### config.mk
export PLATFORM = sky130hd
export DESIGN_NAME = voice_allocator
export DESIGN_NICKNAME = d
export VERILOG_FILES = /design/src/rtl/voice_allocator.sv
export SDC_FILE = /design/constraint.sdc
export NUM_CORES = 1
export LEC_CHECK = 0
export CELL_PAD_IN_SITES_DETAIL_PLACEMENT = 1
export CELL_PAD_IN_SITES_GLOBAL_PLACEMENT = 1
export CORE_MARGIN = 5
export CORE_UTILIZATION = 42
export DETAILED_ROUTE_END_ITERATION = 10
export GPL_ROUTABILITY_DRIVEN = 0
export PLACE_DENSITY_LB_ADDON = 0.1
export SLEW_MARGIN = 20
export SYNTH_ARGS = -nofsm -noshare
export SYNTH_HDL_FRONTEND = slang
export SYNTH_SLANG_ARGS = --single-unit
export TNS_END_PERCENT = 5
### constraint.sdc
create_clock -name Clk -period 4.4 [get_ports Clk]
set_clock_uncertainty 0.15 [all_clocks]
set_input_delay 1.1 -clock Clk [delete_from_list [all_inputs] [get_ports Clk]]
set_output_delay 1.1 -clock Clk [all_outputs]
set_load 0.005 [all_outputs]
### src/rtl/voice_allocator.sv
`default_nettype none
// ============================================================================
// Module   : voice_allocator
// Purpose  : Scans key levels and assigns pressed keys to a pool of shared
//            tone generators, stealing the least-recently-allocated voice.
// Revision : 1.0 - initial release
// ============================================================================
module voice_allocator #(
    parameter int NUM_KEYS   = 10,
    parameter int NUM_VOICES = 4,
    parameter int KEY_W      = 4,
    parameter int AGE_W      = 2
) (
    input  logic                           Clk,
    input  logic                           Resetn,
    input  logic [NUM_KEYS-1:0]            key_level,
    output logic [NUM_VOICES-1:0]          voice_on,
    output logic [NUM_VOICES*KEY_W-1:0]    voice_key,
    output logic [NUM_VOICES*NUM_KEYS-1:0] voice_sel,
    output logic [NUM_VOICES-1:0]          note_on_pulse,
    output logic                           steal_pulse
);

    localparam int                 C_VIDX_W   = (NUM_VOICES > 1) ? $clog2(NUM_VOICES) : 1;
    localparam logic [KEY_W-1:0]   C_LAST_KEY = KEY_W'(NUM_KEYS - 1);
    localparam logic [AGE_W-1:0]   C_OLDEST   = AGE_W'(NUM_VOICES - 1);

    typedef enum logic [1:0] {
        ST_SCAN    = 2'd0,
        ST_ALLOC   = 2'd1,
        ST_RELEASE = 2'd2
    } state_t;

    state_t                 r_state;
    state_t                 w_state_nxt;

    logic [NUM_KEYS-1:0]    r_sync1;
    logic [NUM_KEYS-1:0]    r_ks;
    logic [NUM_KEYS-1:0]    r_tracked;
    logic [KEY_W-1:0]       r_scan_idx;
    logic [KEY_W-1:0]       r_cur_key;

    logic [NUM_VOICES-1:0]  r_voice_on;
    logic [KEY_W-1:0]       r_vkey [NUM_VOICES];
    logic [NUM_KEYS-1:0]    r_vsel [NUM_VOICES];
    logic [AGE_W-1:0]       r_age  [NUM_VOICES];
    logic [NUM_VOICES-1:0]  r_note_on;
    logic                   r_steal;

    logic                   w_ks_cur;
    logic                   w_trk_cur;
    logic [KEY_W-1:0]       w_scan_next;
    logic                   w_free_found;
    logic [C_VIDX_W-1:0]    w_free_idx;
    logic [C_VIDX_W-1:0]    w_oldest_idx;
    logic [C_VIDX_W-1:0]    w_target;
    logic [AGE_W-1:0]       w_tgt_age;
    logic [NUM_KEYS-1:0]    w_cur_onehot;
    logic [NUM_VOICES-1:0]  w_rel_match;

    // Two-flop synchronizer; key_level is asynchronous to Clk
    always_ff @(posedge Clk or negedge Resetn) begin
        if (!Resetn) begin
            r_sync1 <= '0;
            r_ks    <= '0;
        end else begin
            r_sync1 <= key_level;
            r_ks    <= r_sync1;
        end
    end

    assign w_ks_cur     = r_ks[r_scan_idx];
    assign w_trk_cur    = r_tracked[r_scan_idx];
    assign w_scan_next  = (r_scan_idx == C_LAST_KEY) ? '0 : r_scan_idx + KEY_W'(1);
    assign w_cur_onehot = NUM_KEYS'(1) << r_cur_key;

    // Lowest-index free voice wins; otherwise the oldest voice is stolen
    always_comb begin
        w_free_found = 1'b0;
        w_free_idx   = '0;
        w_oldest_idx = '0;
        for (int v = NUM_VOICES - 1; v >= 0; v--) begin
            if (!r_voice_on[v]) begin
                w_free_found = 1'b1;
                w_free_idx   = C_VIDX_W'(v);
            end
            if (r_age[v] == C_OLDEST) begin
                w_oldest_idx = C_VIDX_W'(v);
            end
        end
    end

    assign w_target  = w_free_found ? w_free_idx : w_oldest_idx;
    assign w_tgt_age = r_age[w_target];

    generate
        for (genvar v = 0; v < NUM_VOICES; v++) begin : g_voice_out
            assign w_rel_match[v]                     = r_voice_on[v] && (r_vkey[v] == r_cur_key);
            assign voice_key[v*KEY_W +: KEY_W]        = r_vkey[v];
            assign voice_sel[v*NUM_KEYS +: NUM_KEYS]  = r_vsel[v];
        end
    endgenerate

    assign voice_on      = r_voice_on;
    assign note_on_pulse = r_note_on;
    assign steal_pulse   = r_steal;

    always_ff @(posedge Clk or negedge Resetn) begin
        if (!Resetn) begin
            r_state <= ST_SCAN;
        end else begin
            r_state <= w_state_nxt;
        end
    end

    always_comb begin
        w_state_nxt = r_state;
        case (r_state)
            ST_SCAN: begin
                if (w_ks_cur && !w_trk_cur) begin
                    w_state_nxt = ST_ALLOC;
                end else if (!w_ks_cur && w_trk_cur) begin
                    w_state_nxt = ST_RELEASE;
                end
            end
            ST_ALLOC:   w_state_nxt = ST_SCAN;
            ST_RELEASE: w_state_nxt = ST_SCAN;
            default:    w_state_nxt = ST_SCAN;
        endcase
    end

    always_ff @(posedge Clk or negedge Resetn) begin
        if (!Resetn) begin
            r_tracked  <= '0;
            r_scan_idx <= '0;
            r_cur_key  <= '0;
            r_voice_on <= '0;
            r_note_on  <= '0;
            r_steal    <= 1'b0;
            for (int v = 0; v < NUM_VOICES; v++) begin
                r_vkey[v] <= '0;
                r_vsel[v] <= '0;
                r_age[v]  <= AGE_W'(v);
            end
        end else begin
            r_note_on <= '0;
            r_steal   <= 1'b0;
            case (r_state)
                ST_SCAN: begin
                    if (w_ks_cur == w_trk_cur) begin
                        r_scan_idx <= w_scan_next;
                    end else begin
                        r_cur_key <= r_scan_idx;
                    end
                end
                ST_ALLOC: begin
                    r_voice_on[w_target] <= 1'b1;
                    r_vkey[w_target]     <= r_cur_key;
                    r_vsel[w_target]     <= w_cur_onehot;
                    r_note_on[w_target]  <= 1'b1;
                    r_steal              <= !w_free_found;
                    r_tracked[r_cur_key] <= 1'b1;
                    r_scan_idx           <= w_scan_next;
                    // Move target to youngest; voices younger than it age by one
                    for (int v = 0; v < NUM_VOICES; v++) begin
                        if (C_VIDX_W'(v) == w_target) begin
                            r_age[v] <= '0;
                        end else if (r_age[v] < w_tgt_age) begin
                            r_age[v] <= r_age[v] + AGE_W'(1);
                        end
                    end
                end
                ST_RELEASE: begin
                    r_tracked[r_cur_key] <= 1'b0;
                    r_scan_idx           <= w_scan_next;
                    // A stolen key finds no owner here, so its release is a no-op
                    for (int v = 0; v < NUM_VOICES; v++) begin
                        if (w_rel_match[v]) begin
                            r_voice_on[v] <= 1'b0;
                            r_vsel[v]     <= '0;
                        end
                    end
                end
                default: begin
                    r_scan_idx <= '0;
                end
            endcase
        end
    end

endmodule
`default_nettype wire
==> results of run 1 <==
[per-layer routing]
metal,global-route usage,up-vias
li1,-,1874
met1,0.277,2082
met2,0.333,101
met3,0.0528,18
met4,0.0752,0
met5,0,-
[flip-flops by register name, summed over array words and instances (netlist names), named ones only]
signal,flops
r_state,2
voice_sel,40
note_on_pulse,4
steal_pulse,1
r_ks,10
voice_key,16
r_cur_key,4
r_sync1,10
voice_on,4
r_scan_idx,4
r_age,8
[power groups by stage]
stage / Sequential (mW) / Clock [mW] / Combinational (mW)
finish: 1.69 / 1.41 / 1.72
global route: 1.73 / 1.49 / 1.92
CTS: 1.69 / 1.44 / 1.74
detailed placement: 1.69 / 0 / 1.72
global placement: 1.68 / 0 / 1.65
floorplan: 1.51 / 0 / 1.19
[final cells by class]
cell class                 instances  area (um^2)  share of cell area
inverter                          17         63.8             0.00970
sequential                       113         2830               0.431
clock inverter                     5          100              0.0152
tap                              147          184              0.0280
timing repair buffer              78          786               0.119
clock buffer                      25          505              0.0768
multi-input combinational        340         2110               0.320
[cells in the final DEF (no fill, tap or decap), drive strengths merged, types with 8 or more instances in the layout]
cell           netlist  routed
a21oi               12      12
clkbuf              17      25
clkdlybuf4s50        0      75
dfrtp              109     109
ha                  11      11
inv                 17      17
mux2                13      13
nand2               95      95
nand3               11      11
nor2                14      14
nor3                 8       8
o21ai               78      78
o31ai               11      11
xor2                12      12
[stage by stage]
stage / worst slack [ns] / area, um^2 / power, mW / util / instances
global placement: 1.19 / 5970 / 3.34 / 0.499 / 695
global route: 0.681 / 6580 / 5.14 / 0.550 / 725
CTS: 0.979 / 6580 / 4.87 / 0.550 / 725
detailed placement: 1.05 / 5970 / 3.42 / 0.499 / 695
finish: 0.999 / 6580 / 4.82 / 0.550 / 725
floorplan: 1.32 / 5090 / 2.70 / - / 490
[final timing paths]
path,to,cells after the start
worst max-delay path,r_scan_idx[3]$_DFFE_PN0N_,10
worst min-delay path,r_ks[2]$_DFF_PN0_,0
worst max register to register,r_scan_idx[3]$_DFFE_PN0N_,10
worst min register to register,r_ks[2]$_DFF_PN0_,0
max in group asynchronous,note_on_pulse[3]$_DFF_PN0_,2
min in group asynchronous,note_on_pulse[0]$_DFF_PN0_,2
[worst max-delay path, stage by stage (launching register included)]
cell	delay [ns]
dfrtp_1	0.63
mux4_2	0.56
a221oi_1	0.32
a21oi_1	0.09
ha_1	0.36
nor2b_1	0.47
nor2_1	0.09
o21ai_0	0.24
nor2b_1	0.09
o21ai_0	0.16
o31ai_1	0.10
[kinds of logic after synthesis]
logic type | after synthesis | synth area share
mux | 20 | 0.0531
fa+ha+maj | 11 | 0.0271
buf+inv | 37 | 0.0288
flops | 113 | 0.557
xor+xnor | 16 | 0.0276
simple gates | 156 | 0.139
compound gates | 137 | 0.168
==> flow_metrics.tcl, run 1 <==
set metrics [dict create \
    syn_area_um2 5090 \
    max_freq_ghz 0.294 \
    slew_headroom 0.389 \
    status "completed" \
    fin_crit_sh 0.773 \
    initial_core_util 0.425 \
    tns_ns 0 \
    ant_nets 0 \
    totalWireLength_mm 14.1 \
    endpoint_kind "flip-flop" \
    critPathRequiredTime_ns 4.52 \
    synth_ff_type "dfrtp_1" \
    coreArea_um2 12000 \
    htree_levels 4 \
    diodes 0 \
    crit_start "r_scan_idx[0]$_DFFE_PN0N_" \
    drt_first_pass_iters 5 \
    drive_gt1_frac 0.106 \
    grt_pass1_wl_mm 23.7 \
    dp_hpwl_mm 9.66 \
    grt_usage 0.209 \
    power.density_nw_per_um2 732 \
    synth-edff-count 0 \
    rrSetupSlack_ns 1.0 \
    p_sw_frac 0.363 \
    overflow 0 \
    synthCells 490 \
    cp.arrival_ns 3.52 \
    highest_layer "met4" \
    clkPwrFrac 0.293 \
    synth_top_area_cell "dfrtp_1" \
    cts_inserted_buffers 17 \
    grt_pass1_vias 4481 \
    p_comb_frac 0.357 \
    reg2reg_from "r_scan_idx[0]$_DFFE_PN0N_" \
    p_leak_nw 2.87 \
    rsz0062_at_grt "no" \
    post_cts_resized 0 \
    clk_latency_ns 0.42 \
    io_pins 77 \
    ys_seq_elements 113 \
    worstHoldStart "r_sync1[2]$_DFF_PN0_" \
    die_w_um 120 \
    wl_per_cell_um 19.5 \
    syn_nets 513 \
    p_sw_mw 1.75 \
    hold_violations 0 \
    tightest_slew_ns 0.910 \
    layout.nets 590 \
    met1_length_mm 6.38 \
    yosysMostFrequentCell "dfrtp_1" \
    via_per_inst 5.62 \
    hold_ws_ns 0.195 \
    synth.avg_cell_area_um2 10.4 \
    finalCriticalPeriod_ns 3.40 \
    placement_rows 40 \
    wl_met3_um 631 \
    yosysSeqAreaShare 0.557 \
    dr_wl_met2_mm 6.88 \
    slew_violations 0 \
    holdBufCountCts 0 \
    setup_violations 0 \
    fillers 1314 \
    cts.sink_count 113 \
    cts_buffer_depth 2 \
    clk_pin_slew_worst_paths_ns 0.05 \
    cts_setup_buffers 0 \
    cts_tree "done" \
    portBuffers 76 \
    yosys_warnings 0 \
    intPower_mw 3.07 \
    first_iter_violations 212 \
    synth_top_area_share 0.536 \
    vias 4075 \
    clockRootBuffer "clkbuf_16" \
    max_cap_violations 0 \
    start_kind "flip-flop" \
    die_area_um2 14400 \
    yosysUniqueCellTypes 58 \
    worst-setup-path-type "reg -> reg" \
    area_growth_pct 29.3 \
    fp.dieH_um 120 \
    grt_start_max_net_pins 114 \
    hold_path_class "reg -> reg" \
    vdd_drop_max_mv 0.257 \
    antenna_found_initial 0 \
    synth-async-reset-ratio 1.00 \
    netlist_top_cells_count "dfrtp_1, nand2_1, o21ai_0" \
    synthTopCellsByArea "dfrtp_1, nand2_1, o21ai_0" \
    seq_power_share 0.350 \
    crit_fanout 11 \
    drc 0 \
]
No activity file was read; power rests on OpenSTA's default activity.
==> run 2, diff against run 1 <==
--- a/config.mk
+++ b/config.mk
@@ -8,7 +8,7 @@
 export CELL_PAD_IN_SITES_DETAIL_PLACEMENT = 1
 export CELL_PAD_IN_SITES_GLOBAL_PLACEMENT = 1
 export CORE_MARGIN = 5
-export CORE_UTILIZATION = 42
+export CORE_UTILIZATION = 38
 export DETAILED_ROUTE_END_ITERATION = 10
 export GPL_ROUTABILITY_DRIVEN = 0
 export PLACE_DENSITY_LB_ADDON = 0.1
==> constraint.sdc (replaced) <==
create_clock -name Clk -period 3.05 [get_ports Clk]
set_clock_uncertainty 0.15 [all_clocks]
set_input_delay 0.7625 -clock Clk [delete_from_list [all_inputs] [get_ports Clk]]
set_output_delay 0.7625 -clock Clk [all_outputs]
set_load 0.005 [all_outputs]
==> flow_metrics.tcl, run 2 (same netlist as run 1, synthesis figures left out) <==
set metrics [dict create \
    status "completed" \
    place_area_um2 6080 \
    clk_pin_slew_worst_paths_ns 0.05 \
    start_kind "flip-flop" \
    tightest_slew_ns 0.797 \
    power.density_nw_per_um2 1040 \
    drive_gt1_frac 0.128 \
    max_freq_ghz 0.357 \
    clk_latency_ns 0.42 \
    final_cell_mix "dfrtp_1, nand2_1, clkdlybuf4s50_1" \
    layout_commonest_cell "dfrtp_1" \
    clockRootBuffer "clkbuf_16" \
    cts.sink_count 113 \
    htree_levels 4 \
    crit_start "r_scan_idx[0]$_DFFE_PN0N_" \
    fp.dieH_um 126 \
    holdBufCountCts 0 \
    cts_setup_buffers 0 \
    cp.arrival_ns 2.93 \
    r2r_end "r_scan_idx[3]$_DFFE_PN0N_" \
    antenna_found_initial 0 \
    tns_ns 0 \
    layout.nets 599 \
    setup_ws_ns 0.250 \
    die_w_um 126 \
    cts_tree "done" \
    final_area_um2 6660 \
    cts_inserted_buffers 17 \
    hold_ws_ns 0.103 \
    crit_fanout 6 \
    io_pins 77 \
    hold_violations 0 \
    fin_crit_sh 0.918 \
    worst-setup-path-type "reg -> reg" \
    finalNonFillerCells 764 \
    endpoint "r_scan_idx[3]$_DFFE_PN0N_" \
    wl_per_cell_um 18.2 \
    rrSetupSlack_ns 0.25 \
    r2r_cells 10 \
    slew_violations 0 \
    area_growth_pct 31.0 \
    hold_path_class "in -> async" \
    p_leak_nw 2.89 \
    first_iter_violations 253 \
    die_area_um2 15800 \
    setup_violations 0 \
    fillers 1451 \
    finalCriticalPeriod_ns 2.80 \
    rsz0062_at_grt "no" \
    coreArea_um2 13200 \
    layout.area.seq_um2 2830 \
    drt_first_pass_iters 4 \
    largest_register_ffs 40 \
    grt_pass1_wl_mm 23.1 \
    portBuffers 76 \
    cts_buffer_depth 2 \
    slew_headroom 0.465 \
    ant_nets 0 \
    vias 4009 \
    placement_rows 42 \
    totalWireLength_mm 13.9 \
    diodes 0 \
    grt_usage 0.185 \
    via_per_inst 5.25 \
    max_cap_violations 0 \
    place_inst 733 \
    vdd_drop_max_mv 0.454 \
    initial_core_util 0.386 \
    overflow 0 \
    grt_start_max_net_pins 65 \
    post_cts_resized 0 \
    grt_pass1_vias 4297 \
    endpoint_kind "flip-flop" \
    reg2reg_from "r_scan_idx[0]$_DFFE_PN0N_" \
    critPathRequiredTime_ns 3.18 \
    post-place-ws_ns 0.192 \
    dp_hpwl_mm 10.0 \
    drc 0 \
    multi_input_area_um2 2110 \
]
run 2: cell count changes in the layout (fill, tap and decap cells not counted), sizes merged:
cell,before,now
buf,3,12
inv,17,20
clkinvlp,0,5
clkbuf,25,17
bufinv,3,2
clkinv,2,4
run 2: report_power, final:
part	internal [mW]	leakage [nW]	total, mW	switching (mW)
Sequential	1.90	1.47	2.39	0.483
Combinational	1.21	1.15	2.59	1.38
Clock	1.21	0.269	1.94	0.738
Total	4.32	2.89	6.92	2.60
run 2: how the worst min path moves through the flow:
stage,end,slack (ns)
2_1_floorplan,r_ks[0]$_DFF_PN0_,0.18
3_3_place_gp,r_ks[8]$_DFF_PN0_,0.18
3_5_place_dp,r_ks[9]$_DFF_PN0_,0.19
4_1_cts,voice_key[2]$_DFFE_PN0P_,0.10
5_1_grt,voice_key[2]$_DFFE_PN0P_,0.12
6_report,voice_key[3]$_DFFE_PN0P_,0.10
run 2: cell type report:
cell class | count | share of cell area
clock buffer | 17 | 0.0638
clock inverter | 14 | 0.0238
inverter | 17 | 0.00958
multi-input combinational | 340 | 0.316
sequential | 113 | 0.425
tap | 176 | 0.0331
timing repair buffer | 87 | 0.128
run 2: layer usage:
metal  GRT usage  part of all wire  vias to the layer above
li1            -                 -                     1883
met1       0.246              0.46                     2010
met2       0.288              0.48                       94
met3      0.0457             0.046                       22
met4      0.0804             0.021                        0
met5           0                 0                        -
run 2: critical path, stage by stage, from the launching register on:
cell,delay [ns]
dfrtp_2,0.44
mux4_2,0.52
a221oi_1,0.31
a21oi_1,0.09
ha_1,0.36
nor2b_1,0.17
nor2_1,0.05
o21ai_0,0.23
nor2b_1,0.09
o21ai_0,0.18
o31ai_1,0.09
run 2: metrics by stage:
| step | total power [mW] | utilization |
|---|---|---|
| 5_1_grt | 7.42 | 0.505 |
| 3_3_place_gp | 4.92 | 0.461 |
| 4_1_cts | 7.00 | 0.505 |
| 3_5_place_dp | 5.00 | 0.461 |
| 2_1_floorplan | 3.90 | - |
| 6_report | 6.92 | 0.505 |
